[src/rtl/ring_rr_arbiter.sv]
// ring_rr_arbiter
//   Round-robin arbiter that gives one shared downstream resource to one of N
//   requesters at a time. A one-hot priority pointer starts at bit 0. When a
//   grant is released, the pointer moves to the bit just past the owner,
//   wrapping from bit N-1 back to bit 0.
//
//   Optional feature, enabled by defining ARB_TIMEOUT_EN:
//     An 8-bit hold counter forces a release once the owner has held the
//     grant for MAX_HOLD cycles while another requester is waiting. A forced
//     release raises timeout_o for one cycle.
//
// Ports
//   clk_i       rising-edge clock
//   rst_i       synchronous, active-high reset
//   req_i       level request for each requester
//   done_i      release strobe for each requester; only the owner's bit counts
//   gnt_o       registered one-hot grant; all zero when idle
//   busy_o      high while a grant is held
//   owner_id_o  binary index of the owner; 0 when idle
//   ptr_o       one-hot priority pointer (the highest-priority requester)
//   timeout_o   one-cycle pulse on a forced release
module ring_rr_arbiter #(
  parameter int N        = 4,
  parameter int MAX_HOLD = 16
) (
  input  logic                 clk_i,
  input  logic                 rst_i,
  input  logic [N-1:0]         req_i,
  input  logic [N-1:0]         done_i,
  output logic [N-1:0]         gnt_o,
  output logic                 busy_o,
  output logic [$clog2(N)-1:0] owner_id_o,
  output logic [N-1:0]         ptr_o,
  output logic                 timeout_o
);

  localparam int IW = $clog2(N);
  localparam logic [7:0] HOLD_LIM = 8'(MAX_HOLD - 1);

  localparam logic [0:0] IDLE  = 1'b0;
  localparam logic [0:0] GRANT = 1'b1;

  logic [0:0]    state_q, state_d;
  logic [N-1:0]  gnt_q, gnt_d;
  logic [N-1:0]  ptr_q, ptr_d;
  logic [IW-1:0] owner_q, owner_d;
  logic          timeout_q, timeout_d;

  logic [N-1:0]  mask, masked, pick_src, win;
  logic [IW-1:0] win_idx;
  logic          owner_req, owner_done, others_req;
  logic          normal_rel, forced_rel, release_now;

  // Winner selection. First look at requests at or above the pointer. If
  // there are none, wrap around to the whole request vector. In both cases
  // the lowest set bit of the chosen vector wins.
  always_comb begin
    mask     = ~(ptr_q - N'(1));
    masked   = req_i & mask;
    pick_src = (|masked) ? masked : req_i;
    win      = pick_src & (~pick_src + N'(1));
    win_idx  = '0;
    for (int i = 0; i < N; i++) begin
      if (win[i]) win_idx = IW'(i);
    end
  end

  assign owner_req  = |(req_i & gnt_q);
  assign owner_done = |(done_i & gnt_q);
  assign others_req = |(req_i & ~gnt_q);
  assign normal_rel = owner_done | ~owner_req;

`ifdef ARB_TIMEOUT_EN
  logic [7:0] cnt_q, cnt_d;

  // The counter is held at zero while idle, so it starts from zero each time
  // a grant is entered. It saturates at 255.
  always_comb begin
    cnt_d = 8'd0;
    if (state_q == GRANT) cnt_d = (cnt_q == 8'hFF) ? cnt_q : cnt_q + 8'd1;
  end

  always_ff @(posedge clk_i) begin
    if (rst_i) cnt_q <= 8'd0;
    else       cnt_q <= cnt_d;
  end

  // Compare with >= so that a counter saturated by an uncontested owner still
  // releases as soon as a competing request appears.
  assign forced_rel = (cnt_q >= HOLD_LIM) & others_req;
`else
  logic unused_hold;
  assign unused_hold = ^HOLD_LIM;
  assign forced_rel  = 1'b0;
`endif

  assign release_now = normal_rel | forced_rel;

  always_comb begin
    state_d   = state_q;
    gnt_d     = gnt_q;
    ptr_d     = ptr_q;
    owner_d   = owner_q;
    timeout_d = 1'b0;
    case (state_q)
      IDLE: begin
        if (|req_i) begin
          state_d = GRANT;
          gnt_d   = win;
          owner_d = win_idx;
        end
      end
      GRANT: begin
        if (release_now) begin
          state_d   = IDLE;
          gnt_d     = '0;
          owner_d   = '0;
          ptr_d     = {gnt_q[N-2:0], gnt_q[N-1]};
          // A normal release on the same edge takes precedence, so no pulse.
          timeout_d = forced_rel & ~normal_rel;
        end
      end
      default: state_d = IDLE;
    endcase
  end

  always_ff @(posedge clk_i) begin
    if (rst_i) begin
      state_q   <= IDLE;
      gnt_q     <= '0;
      ptr_q     <= N'(1);
      owner_q   <= '0;
      timeout_q <= 1'b0;
    end else begin
      state_q   <= state_d;
      gnt_q     <= gnt_d;
      ptr_q     <= ptr_d;
      owner_q   <= owner_d;
      timeout_q <= timeout_d;
    end
  end

  assign gnt_o      = gnt_q;
  assign busy_o     = (state_q == GRANT);
  assign owner_id_o = owner_q;
  assign ptr_o      = ptr_q;
  assign timeout_o  = timeout_q;

endmodule

[config.mk]
export PLATFORM = sky130hd
export DESIGN_NAME = ring_rr_arbiter
export DESIGN_NICKNAME = d
export VERILOG_FILES = /design/src/rtl/ring_rr_arbiter.sv
export SDC_FILE = /design/constraint.sdc
export NUM_CORES = 1
export LEC_CHECK = 0
export ABC_AREA = 1
export CORE_MARGIN = 2
export CORE_UTILIZATION = 31
export CTS_CLUSTER_DIAMETER = 200
export CTS_CLUSTER_SIZE = 16
export DETAILED_ROUTE_END_ITERATION = 7
export GPL_ROUTABILITY_DRIVEN = 1
export GPL_TIMING_DRIVEN = 0
export PLACE_DENSITY = 0.6
export SETUP_SLACK_MARGIN = 0.02
export SLEW_MARGIN = 20
export SYNTH_ARGS = -nofsm -noshare
export SYNTH_HDL_FRONTEND = slang
export SYNTH_SLANG_ARGS = --single-unit
export TNS_END_PERCENT = 1
[constraint.sdc]
create_clock -name clk_i -period 1.44 [get_ports clk_i]
set_input_delay 0.36 -clock clk_i [delete_from_list [all_inputs] [get_ports clk_i]]
set_output_delay 0.36 -clock clk_i [all_outputs]
set_load 0.02 [all_outputs]
==> results of run 1 <==
==> power by group through the flow <==
stage          registers [µW]  clock network [µW]  logic [µW]
2_1_floorplan             419                   0         230
3_3_place_gp              384                   0         406
3_5_place_dp              385                   0         409
4_1_cts                   377                 217         391
5_1_grt                   381                 231         471
6_report                  377                 214         423
==> worst max-delay path, delay by kind of cell (launching register included) <==
| kind | cells | cell delay (ns) |
|---|---|---|
| simple gates | 9 | 0.64 |
| flops | 1 | 0.38 |
| fa+ha+maj | 1 | 0.26 |
| buf+inv | 4 | 0.18 |
==> layout by cell type (no fill, tap or decap), drive strengths merged, types with 2 or more instances in the layout <==
master | netlist | final
clkdlybuf4s15 | 0 | 3
nor2 | 6 | 6
inv | 16 | 16
dfxtp | 11 | 11
a21oi | 8 | 8
clkbuf | 0 | 6
dlygate4sd2 | 0 | 9
dlymetal6s2s | 0 | 2
nand2 | 30 | 30
clkdlybuf4s50 | 0 | 4
nand3 | 15 | 15
buf | 2 | 5
o21ai | 6 | 6
a22o | 2 | 2
==> final cells by class <==
| cell class | instances | share of cell area |
|---|---|---|
| Multi-Input combinational cell | 71 | 0.424 |
| Tap cell | 28 | 0.0348 |
| Sequential cell | 11 | 0.226 |
| Buffer | 2 | 0.0187 |
| Inverter | 16 | 0.0647 |
| Clock buffer | 4 | 0.0261 |
| Timing Repair Buffer | 23 | 0.205 |
==> stage by stage <==
step	power (µW)	area, µm²
after floorplan	649	716
after CTS	985	967
after global routing	1080	1010
after global placement	790	951
after detailed placement	794	951
final	1010	1010
==> registers in the layout (all words and copies together), names as in the netlist <==
name,count
ptr_o,4
owner_id_o,2
busy_o,1
gnt_o,4
==> metal layers <==
metal / wire, µm / up-vias / global-route usage
li1: - / 377 / -
met1: 842 / 318 / 0.211
met2: 743 / 22 / 0.227
met3: 104 / 3 / 0.0205
met4: 25 / 0 / 0.0395
met5: 0 / - / 0
==> what timing repair did <==
item                                    CTS  global route
gates cloned                              0             0
hold buffers                              0             0
gates resized for setup                  17            16
buffers inserted                          0             3
endpoints found under the setup margin   21            14
pin swaps                                 1             8
==> worst max path at each step <==
stage / from / to / slack (ns) / depth (start not counted)
after floorplan: ptr_o[0] / owner_id_o[0] / -0.04 / 14
after global placement: req_i[0] / ptr_o[3] / -0.42 / 7
after detailed placement: req_i[0] / owner_id_o[1] / -0.43 / 13
after CTS: ptr_o[0] / owner_id_o[0] / -0.11 / 14
after global routing: ptr_o[0] / owner_id_o[1] / -0.23 / 14
final: ptr_o[0] / owner_id_o[1] / -0.1 / 14
==> kinds of logic after synthesis <==
kind of cell | share of synthesized area
adders and majority gates | 0.0180
and+or+nand+nor | 0.395
other | 0.00541
DFF | 0.318
buffers and inverters | 0.114
AOI/OAI and AO/OA | 0.150
==> metrics, run 1 <==
status=finished, violations left; failing checks=negative setup slack; combinational power share=0.417; sw power=389 µW; setup ws final=-0.0963 ns; initial antenna violation count=0; max frequency=651 MHz; first-pass GRT wire length=2900 µm; hold_sp=ptr_o[3]; WHS=0.503 ns; via/cell ratio=4.65; share of flip-flops with an asynchronous set or reset=0; Synth top cells by count=22 x nand2_1, 14 x inv_1, 11 x dfxtp_1, 11 x nand3_1, 8 x a21oi_1; Core Util, Final=0.464; CTS tree=built; H-Tree Depth=1; GRT Total Usage=0.146; Core Area=2170 µm²; CTS Sinks=11; area of the multi-input gates=427 µm²; syn_nets=111; die width=51.3 µm; register bit total from synthesis=11; internal power=625 µW; reg-to-reg critical path endpoint=owner_id_o[1]; # rows=17; largest net degree at the start of global routing=11; yosys synthesis warning count=0; I/O pin cnt=22; fillers=251; Power Density=1010 nW/µm²; RSZ-0062 raised after global routing=true; die area=2630 µm²; syn_area_per_cell=6.93 µm²; Initial DRC Count=7; buffer depth of the longest clock path=2; Final Skew=0.000302 ns; Unique masters post-synth=22; cells on worst reg2reg path=14; number of synthesized flops with an enable pin=0; Lkg Pwr=0.000501 µW; Hold Crit Class=flop to flop; CP cell instances=inv_4 -> ha_4 -> nand2_4 -> nand2_1 -> inv_1 -> nand2_2 -> inv_4 -> nand3_2 -> nand2_2 -> nor2_1 -> nand2_2 -> nand3_1 -> nand2_1 -> inv_1; CP max FO=4; Fin Setup TNS=-0.241 ns; WP data arrival=1.76 ns; Hold EP=ptr_o[3]; prevailing post-synth register cell=dfxtp_1; Post-Syn Area=693 µm²; final setup violation count=5; post-synthesis sequential area ratio=0.318; count leader, synth=nand2_1; kind of critical path=flop to flop; startpoint types=flop; nets=139; DP Cell Count=148; R2R Setup Slk=-0.1 ns; 1st-pass router iterations=4; FF-to-FF Start=ptr_o[0]; maximum VDD drop=516 µV; post-detailed-route count of antenna-violating nets=0; Starting Density=0.319; drt total wl=1720 µm; register area=228 µm²; fraction of layout cells with a size suffix above 1=0.307; max_cap viols=0; final slew viol count=0; Post-Layout Cell Count=155; Flop pwr share=0.371; Worst EP required=1.66 ns; dominant cells by area after synthesis=dfxtp_1 32%, nand2_1 12%, nand3_1 7.9%; Syn Inst Count=100; Worst-path clk slew=0.07 ns; diodes inserted=0; P&R area growth vs syn=45.1%; die height=51.3 µm; crit-path max cell delay=0.38 ns; WL per Instance=11.1 µm; post-DP HPWL=1370 µm; Port Buffers=20; CP Capture Type=flop; worst skew pair latency=0.27 ns; Worst Hold Depth=2; area leader, netlist=dfxtp_1; Final period util=1.07; cts bufs inserted=3; Final Critical Period=1.54 ns; Remaining Overflow, GRT=0; Hold Violations, Final=0; share of the synthesized area in the top cell type=0.318; switching share of power=0.383; Worst path slowest cell=dfxtp_4; Post-route DRC=0; root buf cell=clkbuf_4; total number of vias=720; Placer Congestion=0.785; CP most frequent cell=nand2_2; pre-CTS WS=-0.426 ns; Clock power frac=0.211; vias in the first global route=646
No activity file was read; power rests on OpenSTA's default activity.
==> inputs of run 2 (changes only) <==
--- a/config.mk
+++ b/config.mk
@@ -13,7 +13,6 @@
 export DETAILED_ROUTE_END_ITERATION = 7
 export GPL_ROUTABILITY_DRIVEN = 1
 export GPL_TIMING_DRIVEN = 0
-export PLACE_DENSITY = 0.6
 export SETUP_SLACK_MARGIN = 0.02
 export SLEW_MARGIN = 20
 export SYNTH_ARGS = -nofsm -noshare
==> results of run 2 <==
Final layout, timing and power as in run 1 (identical DEF).
